$ cat src/rtl/div_scheduler.sv
// div_scheduler: requester side of the bike-computer divider interface.
// Latches speed / average-speed division requests, arbitrates between them,
// drives one operation at a time into the shared divider and collects the
// quotient into per-channel result registers (with divide-by-zero and
// timeout handling).
module div_scheduler #(
  parameter int unsigned WIDTH   = 12,
  parameter int unsigned TIMEOUT = 64
) (
  input  logic             clock,
  input  logic             reset,
  input  logic             spd_req,
  input  logic [WIDTH-1:0] spd_num,
  input  logic [WIDTH-1:0] spd_den,
  input  logic             avg_req,
  input  logic [WIDTH-1:0] avg_num,
  input  logic [WIDTH-1:0] avg_den,
  output logic [WIDTH-1:0] Dividend_spd,
  output logic [WIDTH-1:0] Divisor_spd,
  output logic [WIDTH-1:0] Dividend_avg_spd,
  output logic [WIDTH-1:0] Divisor_avg_spd,
  output logic             In_sel,
  output logic             Start,
  input  logic [WIDTH-1:0] Res,
  input  logic             Valid_out,
  output logic [WIDTH-1:0] spd_out,
  output logic             spd_upd,
  output logic [WIDTH-1:0] avg_out,
  output logic             avg_upd,
  output logic             timeout_err
);

  localparam int unsigned    CW       = $clog2(TIMEOUT);
  localparam logic [CW-1:0]  CNT_LAST = CW'(TIMEOUT - 1);

  typedef enum logic {
    S_IDLE = 1'b0,
    S_WAIT = 1'b1
  } state_t;

  typedef enum logic {
    CH_SPD = 1'b0,
    CH_AVG = 1'b1
  } chan_t;

  state_t           r_state;
  chan_t            r_last_sel;
  logic [CW-1:0]    r_cnt;

  logic             r_spd_pend;
  logic             r_avg_pend;
  logic [WIDTH-1:0] r_spd_num;
  logic [WIDTH-1:0] r_spd_den;
  logic [WIDTH-1:0] r_avg_num;
  logic [WIDTH-1:0] r_avg_den;

  logic             w_grant;
  chan_t            w_grant_sel;
  logic [WIDTH-1:0] w_grant_num;
  logic [WIDTH-1:0] w_grant_den;
  logic             w_grant_zero;
  logic             w_take_spd;
  logic             w_take_avg;

  // Arbitration: single pending channel wins outright, contention alternates.
  always_comb begin
    w_grant     = 1'b0;
    w_grant_sel = CH_SPD;
    if (r_state == S_IDLE && (r_spd_pend || r_avg_pend)) begin
      w_grant = 1'b1;
      if (r_spd_pend && r_avg_pend) begin
        w_grant_sel = (r_last_sel == CH_AVG) ? CH_SPD : CH_AVG;
      end else if (r_avg_pend) begin
        w_grant_sel = CH_AVG;
      end else begin
        w_grant_sel = CH_SPD;
      end
    end
    w_grant_num  = (w_grant_sel == CH_AVG) ? r_avg_num : r_spd_num;
    w_grant_den  = (w_grant_sel == CH_AVG) ? r_avg_den : r_spd_den;
    w_grant_zero = (w_grant_den == '0);
    w_take_spd   = w_grant && (w_grant_sel == CH_SPD);
    w_take_avg   = w_grant && (w_grant_sel == CH_AVG);
  end

  // Shadow operand capture: the latest request on a channel overwrites.
  always_ff @(posedge clock or posedge reset) begin
    if (reset) begin
      r_spd_num <= '0;
      r_spd_den <= '0;
      r_avg_num <= '0;
      r_avg_den <= '0;
    end else begin
      if (spd_req) begin
        r_spd_num <= spd_num;
        r_spd_den <= spd_den;
      end
      if (avg_req) begin
        r_avg_num <= avg_num;
        r_avg_den <= avg_den;
      end
    end
  end

  // Pending flags: a fresh request re-arms even on the edge that grants it.
  always_ff @(posedge clock or posedge reset) begin
    if (reset) begin
      r_spd_pend <= 1'b0;
      r_avg_pend <= 1'b0;
    end else begin
      r_spd_pend <= spd_req | (r_spd_pend & ~w_take_spd);
      r_avg_pend <= avg_req | (r_avg_pend & ~w_take_avg);
    end
  end

  // Scheduler FSM with registered divider-side and result-side outputs.
  always_ff @(posedge clock or posedge reset) begin
    if (reset) begin
      r_state          <= S_IDLE;
      r_last_sel       <= CH_AVG;
      r_cnt            <= '0;
      Dividend_spd     <= '0;
      Divisor_spd      <= '0;
      Dividend_avg_spd <= '0;
      Divisor_avg_spd  <= '0;
      In_sel           <= 1'b0;
      Start            <= 1'b0;
      spd_out          <= '0;
      spd_upd          <= 1'b0;
      avg_out          <= '0;
      avg_upd          <= 1'b0;
      timeout_err      <= 1'b0;
    end else begin
      Start       <= 1'b0;
      spd_upd     <= 1'b0;
      avg_upd     <= 1'b0;
      timeout_err <= 1'b0;
      case (r_state)
        S_IDLE: begin
          if (w_grant) begin
            r_last_sel <= w_grant_sel;
            if (w_grant_zero) begin
              // Quotient by zero is reported as 0 without touching the divider.
              if (w_grant_sel == CH_AVG) begin
                avg_out <= '0;
                avg_upd <= 1'b1;
              end else begin
                spd_out <= '0;
                spd_upd <= 1'b1;
              end
            end else begin
              if (w_grant_sel == CH_AVG) begin
                Dividend_avg_spd <= w_grant_num;
                Divisor_avg_spd  <= w_grant_den;
              end else begin
                Dividend_spd <= w_grant_num;
                Divisor_spd  <= w_grant_den;
              end
              In_sel  <= w_grant_sel;
              Start   <= 1'b1;
              r_cnt   <= '0;
              r_state <= S_WAIT;
            end
          end
        end
        S_WAIT: begin
          // A result on the expiry edge takes priority over the timeout.
          if (Valid_out) begin
            if (In_sel == CH_AVG) begin
              avg_out <= Res;
              avg_upd <= 1'b1;
            end else begin
              spd_out <= Res;
              spd_upd <= 1'b1;
            end
            r_state <= S_IDLE;
          end else if (r_cnt == CNT_LAST) begin
            timeout_err <= 1'b1;
            r_state     <= S_IDLE;
          end else begin
            r_cnt <= r_cnt + 1'b1;
          end
        end
        default: r_state <= S_IDLE;
      endcase
    end
  end

endmodule
$ cat config.mk
export PLATFORM = sky130hd
export DESIGN_NAME = div_scheduler
export DESIGN_NICKNAME = d
export VERILOG_FILES = /design/src/rtl/div_scheduler.sv
export SDC_FILE = /design/constraint.sdc
export NUM_CORES = 1
export LEC_CHECK = 0
export CAP_MARGIN = 0
export CORE_AREA = 2 2 127 129
export CTS_CLUSTER_DIAMETER = 150
export DETAILED_ROUTE_END_ITERATION = 6
export DIE_AREA = 0 0 129 131
export HOLD_SLACK_MARGIN = 0.06
export PLACE_DENSITY = 0.66
export SLEW_MARGIN = 15
export SYNTH_ARGS = -nofsm -noshare
export SYNTH_HDL_FRONTEND = slang
export SYNTH_SLANG_ARGS = --single-unit
$ cat constraint.sdc
create_clock -name clock -period 8.3 [get_ports clock]
set_clock_uncertainty 0.1 [all_clocks]
set_input_delay 1.245 -clock clock [delete_from_list [all_inputs] [get_ports clock]]
set_output_delay 1.245 -clock clock [all_outputs]
set_load 0.03 [all_outputs]
==> results of run 1 <==
## cell usage after synthesis, drive strengths merged, types with 2 or more instances
cell type  count
nand2b         3
and3           6
a21oi          3
and2           2
or2            2
o21ai          8
mux2          84
buf            7
a22o          25
nand2          4
clkbuf        10
nor4           7
nor2          16
inv            4
nand3          4
mux2i         13
dfrtp        134
## layout make-up
type                    count  area (sq um)
fillers                  1388          8049
flip-flops and latches    135          3379
multi-input cells         197          1810
repair buffers            145          1436
clock buffers              20         456.7
well taps                 216         270.3
clock inverters            12         175.2
inverters                   4         20.02
## cell families (layout without fill, tap and decap cells)
group,Yosys count,after routing
DFF,135,135
muxes,97,97
and+or+nand+nor,50,50
AOI/OAI and AO/OA,47,47
buffers and inverters,21,181
xor gates and xnor gates,2,2
adders and majority gates,1,1
## power by group
part           leakage, nW  internal [W]  switching [W]
Combinational         1.42      0.000622       0.000676
Clock                0.302      0.000518       0.000282
Sequential            1.61      0.000887       0.000142
Total                 3.34       0.00203        0.00110
## per-stage QoR
stage          cell area [sq um]  hold WS, ns
5_1_grt                     7548       0.4130
4_1_cts                     7553       0.4028
3_3_place_gp                6922       0.3823
2_1_floorplan               5311       0.3766
3_5_place_dp                6922       0.3826
6_report                    7548       0.3967
## final timing paths
check	from	slack (ns)	end	cells after the start
min reg2reg	avg_out[5]$_DFFE_PP0P_	0.40	avg_out[5]$_DFFE_PP0P_	1
max in group asynchronous	reset	5.55	r_avg_num[11]$_DFFE_PP0P_	3
max reg2reg	r_spd_den[3]$_DFFE_PP0P_	5.89	Dividend_spd[9]$_DFFE_PP0P_	4
min in group asynchronous	reset	1.16	spd_out[6]$_DFFE_PP0P_	2
max	Valid_out	5.27	avg_out[4]$_DFFE_PP0P_	4
min	avg_out[5]$_DFFE_PP0P_	0.40	avg_out[5]$_DFFE_PP0P_	1
## registers in the layout, indices dropped and copies added (netlist names)
| signal | flops |
|---|---|
| r_spd_pend | 1 |
| Divisor_avg_spd | 12 |
| avg_out | 12 |
| r_avg_pend | 1 |
| Divisor_spd | 12 |
| Start | 1 |
| r_cnt | 6 |
| r_avg_num | 12 |
| r_spd_den | 12 |
| Dividend_avg_spd | 12 |
| r_state | 1 |
| r_avg_den | 12 |
| In_sel | 1 |
| avg_upd | 1 |
| r_last_sel | 1 |
| timeout_err | 1 |
| spd_out | 12 |
| spd_upd | 1 |
| r_spd_num | 12 |
| Dividend_spd | 12 |
## per-layer routing
metal  track usage [%]  share of wire [%]  vias up
met3             4.682                5.1       13
met2             22.81                 49       86
li1                  -                  -     1571
met4             6.266                1.9        0
met5                 0                  0        -
met1             18.52                 44     1733
## cell usage in the layout (no fill, tap or decap), types with 4 or more instances in the layout
cell type,n
clkdlybuf4s50_1,140
dfrtp_1,134
mux2_2,65
a22o_1,25
mux2_4,19
clkbuf_16,17
nor2_1,16
mux2i_1,13
o21ai_0,8
nor4_1,7
and3_1,5
nand3_1,4
nand2_1,4
bufinv_16,4
buf_4,4
==> results.cfg, run 1 <==
[clocking]
clock_latency_ns = 0.41
post_cts_buffers = 0
cts.path.max_buffers = 2
post_cts_resized = 0
cts_root_buf = clkbuf_16
cts_tree = done
htreeDepth = 4
path_clk_slew_ns = 0.06
cts_inserted_buffers = 17
holdBufCountCts = 0
cts_sinks = 135

[die]
rows = 46
start_util_pct = 34.05
die_x_microns = 129
ios = 142
die_h_microns = 131
dieArea_sq_mm = 0.01690
coreArea_sq_mm = 0.01560

[setup_path]
worst-path-buf-inv = 1
critPathMaxFanout = 13
required_ns = 8.55
path_delay_family = compound AO/OA/AOI/OAI gates
criticalPathCategory = in2reg
crit_chain = clkdlybuf4s50_1 -> and3_1 -> a21oi_1 -> a22o_1
cp_data_arrival_time_ns = 3.28
end_kind = flip-flop
critPathLaunchType = input pin
cp_slowest_stage_delay_ns = 0.89
critPathSlowestCell = a21oi_1

[timing]
post-route-period-util_pct = 36.45
drv_slew = 0
rsz0062_at_grt = no
setup_ws_ns = 5.275
fmax_ghz = 0.3305
hold_viol = 0
setup_tns_ns = 0
worst_pin_slew_ns = 1.069
setup-violations-final = 0
slew_headroom_pct = 28.76
min_period_ns = 3.025

[logic_synthesis]
async_reset_ff_share_pct = 100.0
ys_seq_elements = 135
seq_area_frac_synth_pct = 63.63
synth_top_cell_by_area = dfrtp_1
syn_nets = 419
syn_inst = 353
synth_xor_area_share_pct = 0.3298
synth_area_leaders = dfrtp_1, mux2_2, mux2_4
synth_top_family_by_area = multiplexers
syn-cell-area_sq_mm = 0.005311
synth.area.mux_share_pct = 21.60
synthDistinctLibCells = 43
syn_area_per_cell_sq_um = 15.05
synth-compound-area-share_pct = 6.832
synthAdderAreaFrac_pct = 0.2356
synth_top_area_share_pct = 63.13
yosysWarningCount = 0
ys.flop_type = dfrtp_1
synth_edf_count = 0
synth-simple-area-share_pct = 5.088

[min_path]
hold_class = reg2reg

[place]
place_ws_ns = 4.876
dp.cells = 697
routabilityCongestion = 0.7233
io_buffers = 141
hpwl_microns = 7841

[global_route]
grt_pass1_vias = 3622
grtUsageTotal_pct = 14.51
grt.overflow.total = 0
grt_pass1_wl_microns = 18750
grt_max_degree = 75
antenna_found_initial = 0

[route]
wirelength_microns = 11700
ant_nets = 0
routedWlPerCell_microns = 16.04
vias = 3403
dr.pass1.iters = 4
drt_iter0_markers = 163
routed_via_density = 4.668
route.detailed.drc = 0

[run_status]
status = finished clean

[cells_and_area]
fin_util_pct = 48.40
nets = 566
diodes = 0
drive_above_1_share_pct = 24.95
finalNonFillerCells = 729
syn_to_final_growth_pct = 42.12

[power]
finalPower_w = 0.003126
powerDensity_mw_per_mm2 = 414.2
peakVddDrop_v = 0.0001927
p_leak_nw = 3.340

[job]
cap_violations = 0
No activity file was read; power rests on OpenSTA's default activity.
==> run 2, diff against run 1 <==
--- a/config.mk
+++ b/config.mk
@@ -11,7 +11,7 @@
 export DETAILED_ROUTE_END_ITERATION = 6
 export DIE_AREA = 0 0 129 131
 export HOLD_SLACK_MARGIN = 0.06
-export PLACE_DENSITY = 0.66
+export PLACE_DENSITY = 0.68
 export SLEW_MARGIN = 15
 export SYNTH_ARGS = -nofsm -noshare
 export SYNTH_HDL_FRONTEND = slang
==> constraint.sdc (replaced) <==
create_clock -name clock -period 2.62 [get_ports clock]
set_clock_uncertainty 0.1 [all_clocks]
set_input_delay 0.393 -clock clock [delete_from_list [all_inputs] [get_ports clock]]
set_output_delay 0.393 -clock clock [all_outputs]
set_load 0.03 [all_outputs]
==> results.cfg, run 2 (synthesized netlist as in run 1, its figures left out) <==
[clocking]
htreeDepth = 4
clock_latency_ns = 0.42
post_cts_resized = 0
path_clk_slew_ns = 0.06
holdBufCountCts = 0
cts_sinks = 135
cts_inserted_buffers = 17
cts_tree = done
cts.path.max_buffers = 2
cts_root_buf = clkbuf_16
post_cts_buffers = 0

[run_status]
status = finished clean

[setup_path]
critPathMaxFanout = 25
critPathLaunchType = flip-flop
end_kind = flip-flop
cp_data_arrival_time_ns = 2.40
criticalPathCategory = reg2reg
worstReg2RegStart = r_spd_den[3]$_DFFE_PP0P_
startpoint = r_spd_den[3]$_DFFE_PP0P_
required_ns = 2.81

[power]
peakVddDrop_v = 0.0005661
clock_power_share_pct = 26.2
p_leak_nw = 3.386
power.switching_w = 0.003517
pwr-share-seq_pct = 32.3
p_int_w = 0.006571
swShare_pct = 34.87
powerDensity_mw_per_mm2 = 1318
power_frac_comb_pct = 41.5

[cells_and_area]
layout_common_cells = clkdlybuf4s50_1, dfrtp_1, mux2_2, a22o_1, mux2_4
nFillCells = 1353
fin_util_pct = 49.09
diodes = 0
final_common_cell = clkdlybuf4s50_1
nets = 572
drive_above_1_share_pct = 25.63
syn_to_final_growth_pct = 44.15

[die]
die_h_microns = 131
rows = 46
coreArea_sq_mm = 0.01560
ios = 142
start_util_pct = 34.05
die_x_microns = 129
dieArea_sq_mm = 0.01690

[min_path]
hold_class = in2async

[job]
cap_violations = 0

[global_route]
grtUsageTotal_pct = 15.30
grt_pass1_vias = 3759
grt_pass1_wl_microns = 19640
antenna_found_initial = 0
grt.overflow.total = 0
grt_max_degree = 58

[place]
hpwl_microns = 8401
routabilityCongestion = 0.7371
io_buffers = 141

[timing]
fmax_ghz = 0.4527
setup-violations-final = 0
min_period_ns = 2.209
slew_headroom_pct = 68.34
setup_tns_ns = 0
post-route-period-util_pct = 84.30
rsz0062_at_grt = no
worst_pin_slew_ns = 0.4706
hold_viol = 0
drv_slew = 0

[route]
route.detailed.drc = 0
drt_iter0_markers = 128
wirelength_microns = 12240
routed_via_density = 4.688
dr.pass1.iters = 4
vias = 3446
ant_nets = 0
routedWlPerCell_microns = 16.66
run 2: cell types whose count changed in the layout (fill, tap and decap cells not counted), sizes merged:
cell and change:
buf +5, bufinv +1, clkbuf +1, clkdlybuf4s50 +1
clkinv -2, clkinvlp +1, inv -1
run 2: per-layer routing:
metal	share of wire [%]	routed length, microns	GRT usage [%]	vias up
li1	-	-	-	1585
met1	44	5377	19.57	1751
met2	49	6046	24.59	97
met3	4.8	593	3.950	13
met4	1.8	224	7.033	0
met5	0	0	0	-
run 2: worst max-delay path, cell delays in order, from the launching register on:
cell and delay [ns]:
dfrtp_1 0.40, nor4_1 0.47, and3_1 0.27, or4_4 0.45, mux2_2 0.39
run 2: power by group through the flow:
| stage | Clock [W] | Sequential, W | Combinational, W |
|---|---|---|---|
| 3_5_place_dp | 0 | 0.00329 | 0.00422 |
| 6_report | 0.00264 | 0.00326 | 0.00418 |
| 4_1_cts | 0.00271 | 0.00327 | 0.00423 |
| 3_3_place_gp | 0 | 0.00327 | 0.00413 |
| 2_1_floorplan | 0 | 0.00435 | 0.00150 |
| 5_1_grt | 0.00281 | 0.00335 | 0.00443 |
run 2: cell type report:
cell class / instances / area, sq um / area share (%)
Clock inverter: 11 / 195.2 / 2.549
Multi-Input combinational cell: 197 / 1810 / 23.65
Clock buffer: 21 / 470.5 / 6.145
Inverter: 4 / 18.77 / 0.2451
Timing Repair Buffer: 151 / 1511 / 19.74
Sequential cell: 135 / 3379 / 44.14
Tap cell: 216 / 270.3 / 3.530
run 2: final timing paths:
kind	endpoint	slack (ns)	cells past startpoint
max	Dividend_spd[8]$_DFFE_PP0P_	0.41	4
min	r_spd_den[11]$_DFFE_PP0P_	0.18	2
max reg2reg	Dividend_spd[8]$_DFFE_PP0P_	0.41	4
min reg2reg	r_avg_num[11]$_DFFE_PP0P_	0.40	1
max in group asynchronous	avg_out[3]$_DFFE_PP0P_	1.66	3
min in group clock	r_avg_num[11]$_DFFE_PP0P_	0.40	1
run 2: through the flow:
step,instance area [sq um],setup WS [ns],instances,power (W),hold slack (ns)
finish,7656,0.4112,735,0.01009,0.1787
global route,7656,0.3329,735,0.01059,0.1783
CTS,7656,0.4091,735,0.01021,0.1705
detailed placement,6990,0.4623,703,0.007502,0.3872
global placement,6990,0.5106,703,0.007400,0.3817
floorplan,5315,0.4487,353,0.005855,0.3665
==> run 3, diff against run 2 <==
--- a/config.mk
+++ b/config.mk
@@ -11,7 +11,7 @@
 export DETAILED_ROUTE_END_ITERATION = 6
 export DIE_AREA = 0 0 129 131
 export HOLD_SLACK_MARGIN = 0.06
-export PLACE_DENSITY = 0.68
+export PLACE_DENSITY = 0.66
 export SLEW_MARGIN = 15
 export SYNTH_ARGS = -nofsm -noshare
 export SYNTH_HDL_FRONTEND = slang
==> constraint.sdc (replaced) <==
create_clock -name clock -period 2.2 [get_ports clock]
set_clock_uncertainty 0.1 [all_clocks]
set_input_delay 0.33 -clock clock [delete_from_list [all_inputs] [get_ports clock]]
set_output_delay 0.33 -clock clock [all_outputs]
set_load 0.03 [all_outputs]
==> results.cfg, run 3 (synthesized netlist as in run 1, its figures left out) <==
[run_status]
status = finished clean

[clocking]
cts_sinks = 135
cts_root_buf = clkbuf_16
clock_latency_ns = 0.42
htreeDepth = 4
cts_tree = done
cts_inserted_buffers = 17
cts.path.max_buffers = 2
path_clk_slew_ns = 0.06

[setup_path]
r2r_setup_slack_ns = 0.1
worstReg2RegStart = r_last_sel$_DFFE_PP1P_
cp_data_arrival_time_ns = 2.30
critPathSlowestCell = or4_4
critPathMaxFanout = 25
startpoint = r_last_sel$_DFFE_PP1P_
crit_chain = and2b_2 -> or4_4 -> mux2_4
endpoint = Divisor_spd[7]$_DFFE_PP0P_
cp_slowest_stage_delay_ns = 0.73
critPathLaunchType = flip-flop
criticalPathCategory = reg2reg
reg2regPathDepth = 3
end_kind = flip-flop
reg2reg_to = Divisor_spd[7]$_DFFE_PP0P_
required_ns = 2.40

[min_path]
hold_class = in2async

[cells_and_area]
layout_common_cells = clkdlybuf4s50_1, dfrtp_1, mux2_2, a22o_1, mux2_4
diodes = 0
nets = 575
final_common_cell = clkdlybuf4s50_1
drive_above_1_share_pct = 26.10
finalNonFillerCells = 737
syn_to_final_growth_pct = 44.10
nFillCells = 1341

[timing]
worst_pin_slew_ns = 0.5485
fmax_ghz = 0.4757
post-route-period-util_pct = 95.55
setup-violations-final = 0
setup_tns_ns = 0
min_period_ns = 2.102
rsz0062_at_grt = no
hold_viol = 0
slew_headroom_pct = 63.36
drv_slew = 0

[place]
io_buffers = 141
routabilityCongestion = 0.7180
hpwl_microns = 8639
dp.cells = 706

[route]
drt_iter0_markers = 156
route.detailed.drc = 0
vias = 3475
ant_nets = 0
routedWlPerCell_microns = 16.94
wirelength_microns = 12480
dr.pass1.iters = 4
routed_via_density = 4.715

[global_route]
grt_pass1_wl_microns = 20090
met1_usage_pct = 19.28
grt_pass1_vias = 3741
grtUsageTotal_pct = 15.55
antenna_found_initial = 0
grt_max_degree = 35
met2_usage_pct = 25.46
busiest_layer = met2
grt.overflow.total = 0
use_met3_pct = 4.316

[die]
coreArea_sq_mm = 0.01560
dieArea_sq_mm = 0.01690
start_util_pct = 34.05
die_x_microns = 129
rows = 46
ios = 142
die_h_microns = 131

[power]
powerDensity_mw_per_mm2 = 1537
peakVddDrop_v = 0.0006906
p_leak_nw = 3.385
finalPower_w = 0.01177

[job]
cap_violations = 0
[run 3: cell count changes in the layout (fill, tap and decap cells not counted), sizes merged]
cell | previous run | this run
clkbuf | 21 | 19
bufinv | 5 | 3
clkinv | 3 | 6
buf | 10 | 13
[run 3: worst min-delay path by stage]
stage | end | slack (ns) | start | depth (start not counted)
2_1_floorplan | timeout_err$_DFF_PP0_ | 0.30 | Valid_out | 1
3_3_place_gp | Dividend_avg_spd[4]$_DFFE_PP0P_ | 0.38 | r_avg_num[4]$_DFFE_PP0P_ | 1
4_1_cts | r_avg_den[1]$_DFFE_PP0P_ | 0.22 | reset | 2
6_report | r_spd_den[3]$_DFFE_PP0P_ | 0.22 | reset | 2
5_1_grt | Divisor_spd[6]$_DFFE_PP0P_ | 0.24 | reset | 2
3_5_place_dp | avg_out[3]$_DFFE_PP0P_ | 0.39 | avg_out[3]$_DFFE_PP0P_ | 1
[run 3: what timing repair did]
action / in CTS / in global routing
hold buffers: 0 / 0
hold endpoints to repair: 0 / 0
resized for setup: 0 / 1
setup endpoints to repair: 0 / 24
buffers inserted: 0 / 0
[run 3: layout make-up]
type	instances	area, sq um	area share [%]
inverters	4	18.77	0.2452
well taps	216	270.3	3.531
multi-input cells	197	1817	23.74
clock buffers	19	442.9	5.787
clock inverters	12	153.9	2.011
flip-flops and latches	135	3379	44.16
repair buffers	154	1572	20.53
[run 3: stage by stage]
step / instance area, sq um / util [%] / worst slack, ns / hold WS (ns)
2_1_floorplan: 5315 / - / 0.09166 / 0.3035
3_3_place_gp: 7051 / 45.20 / 0.07654 / 0.3818
3_5_place_dp: 7051 / 45.20 / 0.03616 / 0.3867
4_1_cts: 7647 / 49.03 / 0.02570 / 0.2191
5_1_grt: 7654 / 49.07 / 0.004980 / 0.2426
6_report: 7654 / 49.07 / 0.09789 / 0.2157
[run 3: metal layers]
layer	wire length (microns)	up-vias
li1	-	1598
met1	5356	1760
met2	6270	92
met3	524	25
met4	331	0
met5	0	-
[run 3: power breakdown]
group          internal [W]  switching [W]
Combinational       0.00242        0.00260
Sequential          0.00335       0.000542
Clock               0.00180        0.00106
[run 3: worst max-delay path: cells and delay by family (launching register included)]
kind | cells | cell delay [ns]
multiplexers | 1 | 0.38
AND/OR/NAND/NOR | 2 | 0.96
flip-flops | 1 | 0.54
==> RTL change (config.mk and constraints of run 3) <==
`TIMEOUT`: 64 -> 128.
--- a/src/rtl/div_scheduler.sv
+++ b/src/rtl/div_scheduler.sv
@@ -5,7 +5,7 @@
 // timeout handling).
 module div_scheduler #(
   parameter int unsigned WIDTH   = 12,
-  parameter int unsigned TIMEOUT = 64
+  parameter int unsigned TIMEOUT = 128
 ) (
   input  logic             clock,
   input  logic             reset,
Check against the original RTL: same outputs for any inputs over 4 cycles, from zero or initial values and one cycle with reset high; that may be too few to reach the edited logic, so the function may still have changed.
==> RTL change against run 3 <==
Die area did not move; via count up 11%; final cell count increased by 6.0%; power increased by 5.6%; cell area rose by 5.4%; wire length is 2.4% higher; sequential power is 2% higher; area after synthesis rose by 1.8%; worst hold slack lost 0.072 ns; highest routed layer unchanged; synthesized cell count is 5.9% higher; sequential cell count grew 1; largest power group unchanged; worst setup slack got worse by 0.044 ns.
==> RTL change: results (changes against run 3) <==
For the net switching power figure, the log shows 4480 uW (+6.7%). Final estimated routing congestion in global placement: 0.8092 (+13%). The cell internal power dissipation was 7947 uW (+5.0%); the via count was 3869 (+11%). For the cell count after placement, the log shows 747 (+5.8%). The logs give 0.7849 mV (+14%) for the worst ir drop on vdd and 8.677 mm (+0.45%) for the final HPWL from detailed placement. The total met2 wirelength after detailed routing was 6.461 mm (+3.0%); the number of nets in the final layout was 619 (+7.7%). The worst path arrival time is 2.34 ns (+0.04 ns), and the detailed-route wire length per cell is 16.36 um (-3.4%).

For the number of standard cells in the layout, taps in and fillers out, the log shows 781 (+6.0%). The fraction of final layout cells with drive strength greater than 1 came out at 0.2991 (+0.03808). Distinct cell type count after synthesis: 40 (-7.0%).

The tools report the static leakage as 0.003468 uW (+2.4%). The synthesized instance count is 374 (+5.9%), and the count of cells along the worst register-to-register path is 5 (+2). The tools report the routed length on met1 as 5.357 mm (about the same). Number of global-route vias before repair: 4071 (+8.8%). The tools report the met1 capacity usage during global routing as 0.1966 (+0.003842). The routed length on met3 is 728 um (+39%).

The tools report the wire length of the first global-routing pass as 20.77 mm (+3.4%). The run finished with clean final reports. The pin count of the biggest net entering global routing is 46 (+31%), and the power attributed to combinational cells is 5590 uW (+11%).
==> RTL change: cell types whose count changed after synthesis, sizes merged, moves of 3 or more <==
cell | run 3 | this run
clkbuf | 10 | 13
mux2i | 13 | 2
a21oi | 3 | 8
inv | 4 | 1
o21ai | 8 | 4
nand2 | 4 | 9
a221o | 0 | 12
and3 | 6 | 15
nor2 | 16 | 7
nor4 | 7 | 3
a21o | 1 | 13
==> RTL change: cell families after synthesis <==
logic type / synth area share
DFF: 0.6299
muxes: 0.1787
AOI/OAI and AO/OA: 0.1107
and+or+nand+nor: 0.05556
buffers and inverters: 0.01805
xor gates and xnor gates: 0.004862
adders and majority gates: 0.002314
==> RTL change: worst paths after layout <==
path,startpoint,end,slack [ns]
setup / recovery,r_spd_den[2],Dividend_spd[0],0.05
setup reg to reg,r_spd_den[2],Dividend_spd[0],0.05
min in group clock,r_spd_num[2],r_spd_num[2],0.40
hold / removal,reset,r_avg_num[1],0.14
max in group asynchronous,reset,r_last_sel,1.30
hold reg to reg,r_spd_num[2],r_spd_num[2],0.40
==> RTL change: critical path, delay by kind of cell (launching register included) <==
kind	cells	cell delay, ns
buf+inv	1	0.18
flops	1	0.37
mux	1	0.36
simple gates	3	1.01
==> RTL change: repair_timing <==
item,CTS,global route
setup buffers,1,0
cloned,1,1
pin swaps,2,15
resized for setup,4,10
endpoints found under the setup margin,41,55
==> RTL change: final cells by class <==
type / count / area (um^2)
Fill cell: 1356 / 7527
Sequential cell: 136 / 3405
Multi-Input combinational cell: 217 / 1989
Timing Repair Buffer: 180 / 1787
Clock buffer: 25 / 525.5
Tap cell: 216 / 270.3
Clock inverter: 6 / 86.33
Inverter: 1 / 7.507
